--- config.mk ---
export PLATFORM = sky130hd
export DESIGN_NAME = lsu_mem_requester_flat
export DESIGN_NICKNAME = d
export VERILOG_FILES = /design/src/rtl/lsu_mem_requester_pkg.sv /design/src/rtl/lsu_mem_requester_if.sv /design/src/rtl/lsu_mem_requester_load_align.sv /design/src/rtl/lsu_mem_requester.sv /design/src/flat_wrapper.sv
export SDC_FILE = /design/constraint.sdc
export NUM_CORES = 1
export LEC_CHECK = 0
export CAP_MARGIN = 10
export CELL_PAD_IN_SITES_DETAIL_PLACEMENT = 0
export CELL_PAD_IN_SITES_GLOBAL_PLACEMENT = 1
export CORE_ASPECT_RATIO = 1.5
export CORE_MARGIN = 4
export CORE_UTILIZATION = 43
export CTS_CLUSTER_SIZE = 10
export DETAILED_ROUTE_END_ITERATION = 10
export DONT_BUFFER_PORTS = 1
export PLACE_DENSITY = 0.76
export SLEW_MARGIN = 20
export SYNTH_ARGS = -nofsm -noshare
export SYNTH_HDL_FRONTEND = slang
export SYNTH_HIERARCHICAL = 1
export SYNTH_SLANG_ARGS = --single-unit
--- constraint.sdc ---
create_clock -name clk -period 1.73 [get_ports clk]
set_input_delay 0.0865 -clock clk [delete_from_list [all_inputs] [get_ports clk]]
set_output_delay 0.0865 -clock clk [all_outputs]
set_load 0.02 [all_outputs]
--- src/rtl/lsu_mem_requester_pkg.sv ---
// Shared constants and lane helpers for the LSU memory requester.
// The funct3 codes, state codes and exception codes live here so the writeback path can reuse them.
package lsu_pkg;

   localparam logic [2:0] F3_LB  = 3'd0;
   localparam logic [2:0] F3_LH  = 3'd1;
   localparam logic [2:0] F3_LW  = 3'd2;
   localparam logic [2:0] F3_LBU = 3'd4;
   localparam logic [2:0] F3_LHU = 3'd5;
   localparam logic [2:0] F3_SB  = 3'd0;
   localparam logic [2:0] F3_SH  = 3'd1;
   localparam logic [2:0] F3_SW  = 3'd2;

   typedef logic [1:0] state_t;
   localparam state_t ST_IDLE  = 2'd0;
   localparam state_t ST_STORE = 2'd1;
   localparam state_t ST_LOAD  = 2'd2;
   localparam state_t ST_WAIT  = 2'd3;

   localparam logic [1:0] EXC_NONE     = 2'b00;
   localparam logic [1:0] EXC_MISALIGN = 2'b01;
   localparam logic [1:0] EXC_ILLEGAL  = 2'b10;
   localparam logic [1:0] EXC_TIMEOUT  = 2'b11;

   // size is funct3[1:0]: 0 byte, 1 half, 2 word
   function automatic logic [3:0] lane_mask(input logic [1:0] size, input logic [1:0] off);
      case (size)
         2'd0:    return 4'b0001 << off;
         2'd1:    return 4'b0011 << {off[1], 1'b0};
         default: return 4'b1111;
      endcase
   endfunction

   function automatic logic [31:0] lane_data(input logic [1:0] size, input logic [31:0] wdata);
      case (size)
         2'd0:    return {4{wdata[7:0]}};
         2'd1:    return {2{wdata[15:0]}};
         default: return wdata;
      endcase
   endfunction

endpackage

--- src/rtl/lsu_mem_requester_if.sv ---
// Pipeline op/response and data-memory bus bundle for the LSU requester.
// The master modport is the requester itself; slave is the pipeline plus memory around it.
interface lsu_mem_requester_if #(
   parameter int ADDR_W = 8
);
   logic              op_valid;
   logic              op_ready;
   logic              op_load;
   logic              op_store;
   logic [2:0]        op_funct3;
   logic [31:0]       op_addr;
   logic [31:0]       op_wdata;
   logic              resp_valid;
   logic [31:0]       resp_rdata;
   logic              exc_valid;
   logic [1:0]        exc_code;
   logic              mem_request;
   logic              mem_we_re;
   logic              mem_load;
   logic [3:0]        mem_mask;
   logic [ADDR_W-1:0] mem_address;
   logic [31:0]       mem_data_in;
   logic              mem_valid;
   logic [31:0]       mem_data_out;

   modport master (
      input  op_valid, op_load, op_store, op_funct3, op_addr, op_wdata,
      output op_ready, resp_valid, resp_rdata, exc_valid, exc_code,
      output mem_request, mem_we_re, mem_load, mem_mask, mem_address, mem_data_in,
      input  mem_valid, mem_data_out
   );

   modport slave (
      output op_valid, op_load, op_store, op_funct3, op_addr, op_wdata,
      input  op_ready, resp_valid, resp_rdata, exc_valid, exc_code,
      input  mem_request, mem_we_re, mem_load, mem_mask, mem_address, mem_data_in,
      output mem_valid, mem_data_out
   );
endinterface

--- src/rtl/lsu_mem_requester_load_align.sv ---
// Combinational load-data extractor: picks the byte/half at the latched offset and extends it.
module lsu_load_align
   import lsu_pkg::*;
(
   input  logic [31:0] word,
   input  logic [1:0]  offset,
   input  logic [2:0]  funct3,
   output logic [31:0] data
);

   logic [7:0]  byte_sel;
   logic [15:0] half_sel;

   always_comb begin
      byte_sel = word[{offset, 3'b000} +: 8];
      half_sel = word[{offset[1], 4'b0000} +: 16];
      case (funct3)
         F3_LB:   data = {{24{byte_sel[7]}}, byte_sel};
         F3_LBU:  data = {24'd0, byte_sel};
         F3_LH:   data = {{16{half_sel[15]}}, half_sel};
         F3_LHU:  data = {16'd0, half_sel};
         F3_LW:   data = word;
         default: data = 32'd0;
      endcase
   end

endmodule

--- src/rtl/lsu_mem_requester.sv ---
// LSU memory requester: accepts one load/store op, drives the registered memory bus,
// waits for read data on loads and returns extended data or a misaligned/illegal/timeout error.
module lsu_mem_requester
   import lsu_pkg::*;
#(
   parameter int ADDR_W  = 8,
   parameter int TIMEOUT = 15
) (
   input  logic                clk,
   input  logic                rst,
   lsu_mem_requester_if.master bus
);

   localparam logic [7:0] TIMEOUT_LAST = 8'(TIMEOUT - 1);

   state_t            state_q, state_d;
   logic [2:0]        funct3_q, funct3_d;
   logic [1:0]        offset_q, offset_d;
   logic [7:0]        cnt_q, cnt_d;
   logic              mem_request_q, mem_request_d;
   logic              mem_we_re_q, mem_we_re_d;
   logic              mem_load_q, mem_load_d;
   logic [3:0]        mem_mask_q, mem_mask_d;
   logic [ADDR_W-1:0] mem_address_q, mem_address_d;
   logic [31:0]       mem_data_in_q, mem_data_in_d;
   logic              resp_valid_q, resp_valid_d;
   logic [31:0]       resp_rdata_q, resp_rdata_d;
   logic              exc_valid_q, exc_valid_d;
   logic [1:0]        exc_code_q, exc_code_d;

   logic              op_illegal;
   logic              op_misaligned;
   logic [31:0]       load_data;
   logic              unused_addr_bits;

   assign unused_addr_bits = ^bus.op_addr[31:ADDR_W+2];

   lsu_load_align u_align (
      .word   (bus.mem_data_out),
      .offset (offset_q),
      .funct3 (funct3_q),
      .data   (load_data)
   );

   always_comb begin
      op_illegal = (bus.op_load == bus.op_store) ||
                   (bus.op_load && ((bus.op_funct3 == 3'd3) || (bus.op_funct3[2:1] == 2'b11))) ||
                   (bus.op_store && (bus.op_funct3 >= 3'd3));
      op_misaligned = ((bus.op_funct3[1:0] == 2'd1) && bus.op_addr[0]) ||
                      ((bus.op_funct3[1:0] == 2'd2) && (bus.op_addr[1:0] != 2'b00));
   end

   always_comb begin
      state_d       = state_q;
      funct3_d      = funct3_q;
      offset_d      = offset_q;
      cnt_d         = cnt_q;
      mem_request_d = 1'b0;
      mem_we_re_d   = 1'b0;
      mem_load_d    = 1'b0;
      mem_mask_d    = mem_mask_q;
      mem_address_d = mem_address_q;
      mem_data_in_d = mem_data_in_q;
      resp_valid_d  = 1'b0;
      resp_rdata_d  = 32'd0;
      exc_valid_d   = 1'b0;
      exc_code_d    = EXC_NONE;

      case (state_q)
         ST_IDLE: begin
            if (bus.op_valid) begin
               funct3_d      = bus.op_funct3;
               offset_d      = bus.op_addr[1:0];
               mem_mask_d    = lane_mask(bus.op_funct3[1:0], bus.op_addr[1:0]);
               mem_address_d = bus.op_addr[ADDR_W+1:2];
               mem_data_in_d = lane_data(bus.op_funct3[1:0], bus.op_wdata);
               if (op_illegal) begin
                  exc_valid_d = 1'b1;
                  exc_code_d  = EXC_ILLEGAL;
               end else if (op_misaligned) begin
                  exc_valid_d = 1'b1;
                  exc_code_d  = EXC_MISALIGN;
               end else if (bus.op_store) begin
                  // A store completes in its single bus cycle, so the response rides along with it
                  state_d       = ST_STORE;
                  mem_request_d = 1'b1;
                  mem_we_re_d   = 1'b1;
                  resp_valid_d  = 1'b1;
               end else begin
                  state_d       = ST_LOAD;
                  mem_request_d = 1'b1;
                  mem_load_d    = 1'b1;
                  cnt_d         = 8'd0;
               end
            end
         end
         ST_STORE: begin
            state_d = ST_IDLE;
         end
         ST_LOAD: begin
            state_d = ST_WAIT;
         end
         ST_WAIT: begin
            // Data arriving on the last allowed cycle still beats the timeout
            if (bus.mem_valid) begin
               state_d      = ST_IDLE;
               resp_valid_d = 1'b1;
               resp_rdata_d = load_data;
            end else if (cnt_q == TIMEOUT_LAST) begin
               state_d     = ST_IDLE;
               exc_valid_d = 1'b1;
               exc_code_d  = EXC_TIMEOUT;
            end else begin
               cnt_d = cnt_q + 8'd1;
            end
         end
         default: begin
            state_d = ST_IDLE;
         end
      endcase
   end

   always_ff @(posedge clk or negedge rst) begin
      if (!rst) begin
         state_q       <= ST_IDLE;
         funct3_q      <= 3'd0;
         offset_q      <= 2'd0;
         cnt_q         <= 8'd0;
         mem_request_q <= 1'b0;
         mem_we_re_q   <= 1'b0;
         mem_load_q    <= 1'b0;
         mem_mask_q    <= 4'd0;
         mem_address_q <= '0;
         mem_data_in_q <= 32'd0;
         resp_valid_q  <= 1'b0;
         resp_rdata_q  <= 32'd0;
         exc_valid_q   <= 1'b0;
         exc_code_q    <= EXC_NONE;
      end else begin
         state_q       <= state_d;
         funct3_q      <= funct3_d;
         offset_q      <= offset_d;
         cnt_q         <= cnt_d;
         mem_request_q <= mem_request_d;
         mem_we_re_q   <= mem_we_re_d;
         mem_load_q    <= mem_load_d;
         mem_mask_q    <= mem_mask_d;
         mem_address_q <= mem_address_d;
         mem_data_in_q <= mem_data_in_d;
         resp_valid_q  <= resp_valid_d;
         resp_rdata_q  <= resp_rdata_d;
         exc_valid_q   <= exc_valid_d;
         exc_code_q    <= exc_code_d;
      end
   end

   assign bus.op_ready    = (state_q == ST_IDLE);
   assign bus.mem_request = mem_request_q;
   assign bus.mem_we_re   = mem_we_re_q;
   assign bus.mem_load    = mem_load_q;
   assign bus.mem_mask    = mem_mask_q;
   assign bus.mem_address = mem_address_q;
   assign bus.mem_data_in = mem_data_in_q;
   assign bus.resp_valid  = resp_valid_q;
   assign bus.resp_rdata  = resp_rdata_q;
   assign bus.exc_valid   = exc_valid_q;
   assign bus.exc_code    = exc_code_q;

endmodule

--- src/flat_wrapper.sv ---
// flat-port wrapper written by rule: the top's interface ports become plain ports
module lsu_mem_requester_flat import lsu_pkg::*;
#(
   parameter int ADDR_W  = 8,
   parameter int TIMEOUT = 15
)
  (clk, rst, bus_op_valid, bus_op_load, bus_op_store, bus_op_funct3, bus_op_addr, bus_op_wdata, bus_op_ready, bus_resp_valid, bus_resp_rdata, bus_exc_valid, bus_exc_code, bus_mem_request, bus_mem_we_re, bus_mem_load, bus_mem_mask, bus_mem_address, bus_mem_data_in, bus_mem_valid, bus_mem_data_out);
  lsu_mem_requester_if #(.ADDR_W(ADDR_W)) bus_i ();
  input  logic clk;
  input  logic rst;
  input wire logic [$bits(bus_i.op_valid)-1:0] bus_op_valid;
  input wire logic [$bits(bus_i.op_load)-1:0] bus_op_load;
  input wire logic [$bits(bus_i.op_store)-1:0] bus_op_store;
  input wire logic [$bits(bus_i.op_funct3)-1:0] bus_op_funct3;
  input wire logic [$bits(bus_i.op_addr)-1:0] bus_op_addr;
  input wire logic [$bits(bus_i.op_wdata)-1:0] bus_op_wdata;
  output wire logic [$bits(bus_i.op_ready)-1:0] bus_op_ready;
  output wire logic [$bits(bus_i.resp_valid)-1:0] bus_resp_valid;
  output wire logic [$bits(bus_i.resp_rdata)-1:0] bus_resp_rdata;
  output wire logic [$bits(bus_i.exc_valid)-1:0] bus_exc_valid;
  output wire logic [$bits(bus_i.exc_code)-1:0] bus_exc_code;
  output wire logic [$bits(bus_i.mem_request)-1:0] bus_mem_request;
  output wire logic [$bits(bus_i.mem_we_re)-1:0] bus_mem_we_re;
  output wire logic [$bits(bus_i.mem_load)-1:0] bus_mem_load;
  output wire logic [$bits(bus_i.mem_mask)-1:0] bus_mem_mask;
  output wire logic [$bits(bus_i.mem_address)-1:0] bus_mem_address;
  output wire logic [$bits(bus_i.mem_data_in)-1:0] bus_mem_data_in;
  input wire logic [$bits(bus_i.mem_valid)-1:0] bus_mem_valid;
  input wire logic [$bits(bus_i.mem_data_out)-1:0] bus_mem_data_out;
  assign bus_i.op_valid = bus_op_valid;
  assign bus_i.op_load = bus_op_load;
  assign bus_i.op_store = bus_op_store;
  assign bus_i.op_funct3 = bus_op_funct3;
  assign bus_i.op_addr = bus_op_addr;
  assign bus_i.op_wdata = bus_op_wdata;
  assign bus_op_ready = bus_i.op_ready;
  assign bus_resp_valid = bus_i.resp_valid;
  assign bus_resp_rdata = bus_i.resp_rdata;
  assign bus_exc_valid = bus_i.exc_valid;
  assign bus_exc_code = bus_i.exc_code;
  assign bus_mem_request = bus_i.mem_request;
  assign bus_mem_we_re = bus_i.mem_we_re;
  assign bus_mem_load = bus_i.mem_load;
  assign bus_mem_mask = bus_i.mem_mask;
  assign bus_mem_address = bus_i.mem_address;
  assign bus_mem_data_in = bus_i.mem_data_in;
  assign bus_i.mem_valid = bus_mem_valid;
  assign bus_i.mem_data_out = bus_mem_data_out;
  lsu_mem_requester #(.ADDR_W(ADDR_W), .TIMEOUT(TIMEOUT)) u_core (.clk(clk), .rst(rst), .bus(bus_i));
endmodule
==> results.tsv <==
stage	metric	value	unit
synthesis	ys async rst share	100.0	%
floorplanning	floorplan row count	48	
final_layout	post-layout util	53.20	%
grt	grt ovf	0	
grt	first-pass GRT wire length	21480	µm
place	GP Congestion	0.8051	
clock_network	CTS max path bufs	2	
floorplanning	Die X	96.10	µm
synthesis	Ys Warns	6	
timing	minimum clock period	1.702	ns
timing	Least-Margin Pin Slew	0.8949	ns
worst_setup_path	CP endpoint kind	flip-flop	
final_layout	Filler cells	1004	
worst_setup_path	worst r2r src	u_core/cnt_q[1]	
floorplanning	CORE AREA	0.01147	mm²
detailed_routing	WL final	13440	µm
detailed_routing	DR WL/cell	19.46	µm
synthesis	Syn Inst Count	486	
worst_setup_path	Worst EP arrival	1.97	ns
timing	final slew viol count	0	
synthesis	Syn Area/Cell	10.30	µm²
grt	GRT Total Usage	20.38	%
worst_setup_path	Setup crit start	u_core/cnt_q[1]	
power_and_ir_drop	Leakage	2.815	nW
clock_network	clk root buf	clkbuf_16	
status	status	finished with violations	
synthesis	post-synthesis sequential area ratio	48.99	%
final_layout	fin nets	647	
floorplanning	die height	140.1	µm
detailed_routing	Initial DRT Pass Iterations	7	
final_layout	# diodes	0	
worst_setup_path	crit path buf inv count	0	
final_layout	area grow syn2layout	21.89	%
timing	Fmax	587.6	MHz
worst_setup_path	Worst path max stage delay	0.64	ns
final_layout	commonest cells after routing, fill and taps aside	dfrtp_1 (98), o21ai_0 (51), dlygate4sd3_1 (46), nand2_1 (44), and3_1 (36)	
job	Max-Cap Viols	0	
timing	final setup vio count	0	
synthesis	EDFF count, synth	0	
worst_setup_path	Crit Path Category	reg -> reg	
timing	final hold slack	-0.5600	ns
final_layout	share of post-route cells with drive strength above 1	18.48	%
floorplanning	Initial Utilization	43.64	%
timing	period utilisation layout	98.37	%
worst_setup_path	Worst setup SP type	flip-flop	
synthesis	Yosys reg bits	98	
detailed_routing	DRT iter0 DRCs	136	
final_layout	commonest non-fill, non-tap cell in the layout	dfrtp_1	
detailed_routing	drc violations	0	
clock_network	Post-CTS Hold Fix Bufs	48	
clock_network	CTS tree	built	
worst_setup_path	CP max stage cell	or4b_2	
grt	initial antenna violation count	0	
place	placed cells	624	
synthesis	Yosys cell types	52	
timing	unrepaired setup endpoints after global routing	yes	
synthesis	Post-Syn Nets	596	
clock_network	H-tree Lvls	3	
worst_setup_path	CP max FO	4	
timing	Final Hold Viols	98	
power_and_ir_drop	power per cell area	1643	mW/mm²
worst_setup_path	CP top delay family	simple AND/OR/NAND/NOR gates	
hold_path	Hold Path Class	in -> async	
clock_network	CTS clk-pin slew, worst paths	0.07	ns
floorplanning	Die Footprint	0.01347	mm²
synthesis	Top FF cell, synth	dfrtp_1	
clock_network	CTS Buf Count	9	
timing	clock skew	0.008390	ns
clock_network	CTS sink count	98	
grt	largest net degree at the start of global routing	99	
floorplanning	number of I/O pins	189	
worst_setup_path	CP Data Required Time	2.00	ns
status	failing checks	hold timing	
grt	vias in the first global route	4100	
detailed_routing	DR vias/cell	5.616	
detailed_routing	via count	3881	
clock_network	clk_lat worst skew	0.34	ns
detailed_routing	DRT antenna net count	0	
timing	Rel. slew slack	40.34	%
place	post-DP HPWL	9157	µm
worst_setup_path	worst-path cell chain	and3_1 > nand3_1 > or4b_2 > nand2_1 > mux2_4	
place	count of input and output buffers	0	
final_layout	post-route insts no fill	691	
power_and_ir_drop	worst vdd ir	839.6	µV
synthesis	Post-Syn Area	0.005006	mm²
## per-layer routing
layer / global-route usage [%] / routed length (µm)
met1: 22.55 / 4832
met2: 34.91 / 6891
met3: 6.502 / 1286
met4: 8.996 / 433
met5: 0 / 0
## cell type report
type / count / area, µm² / area share [%]
clock buffer: 11 / 242.7 / 3.978
clock inverter: 4 / 52.55 / 0.8612
inverter: 6 / 22.52 / 0.3691
multi-input combinational: 344 / 2397 / 39.29
sequential: 98 / 2452 / 40.19
tap: 150 / 187.7 / 3.076
timing repair buffer: 78 / 747.0 / 12.24
## through the flow
stage                     power [mW]  hold slack (ns)  area [µm²]  setup WS, ns    TNS, ns
final                          10.03          -0.5600        6102       0.02813          0
after global routing           10.68          -0.5792        6102      -0.07728    -0.2556
after detailed placement       7.801          -0.2065        5245      -0.01310   -0.01310
after global placement         7.663          -0.2066        5245       0.04162          0
after CTS                      9.950          -0.5747        6033     -0.002868  -0.002868
after floorplan                6.856          -0.2091        5036      -0.03300    -0.1429
## logic make-up after synthesis
logic type,share of synthesized area [%]
and+or+nand+nor,17.07
AOI/OAI and AO/OA,15.90
DFF,48.99
muxes,11.95
buffers and inverters,4.299
adders and majority gates,1.250
xor gates and xnor gates,0.5499
## worst paths after layout
path / slack (ns) / to / cells past startpoint
worst min-delay path: -0.56 / u_core/bus.resp_rdata[9] / 0
max in group asynchronous: 2.14 / u_core/bus.mem_we_re / 0
min in group clk: 0.04 / u_core/bus.mem_request / 3
worst min register to register: 0.55 / u_core/offset_q[1] / 2
worst max register to register: 0.03 / u_core/cnt_q[7] / 5
worst max-delay path: 0.03 / u_core/cnt_q[7] / 5
## where the power goes
group	switching, mW	internal (mW)
combinational	1.93	1.72
sequential	1.36	3.01
clock	0.847	1.16
total	4.14	5.89
## registers in the layout, indices dropped and copies added (netlist names), 2 cells and up
register / flops
u_core/bus.resp_rdata: 32
u_core/offset_q: 2
u_core/bus.exc_code: 2
u_core/state_q: 2
u_core/bus.mem_mask: 4
u_core/funct3_q: 3
u_core/bus.mem_address: 8
u_core/cnt_q: 8
u_core/bus.mem_data_in: 32
## cell usage after synthesis (2+ instances only)
cell type	instances	area, µm²
dfrtp_1	98	2452
o21ai_0	52	260.3
nand2_1	45	168.9
and3_1	36	225.2
mux2_2	30	337.8
a21oi_1	26	130.1
mux2i_1	26	260.3
clkbuf_1	19	71.32
o211ai_1	19	142.6
nand3_1	18	90.09
nor2_1	16	60.06
a22oi_1	14	105.1
buf_2	10	50.05
nor2b_1	9	56.30
nand2b_1	7	43.79
inv_1	6	22.52
ha_1	5	62.56
buf_6	4	45.04
nand3b_1	4	30.03
a221o_1	3	30.03
buf_1	3	11.26
nor3_1	3	15.01
buf_4	2	15.01
nor4b_1	2	17.52
o221ai_1	2	17.52
## timing repair
action	in CTS	in global routing
resized for setup	1	10
hold endpoints to repair	185	98
setup endpoints to repair	3	34
pin swaps	0	6
setup buffers	0	4
Power figures use the tool's default switching activity.
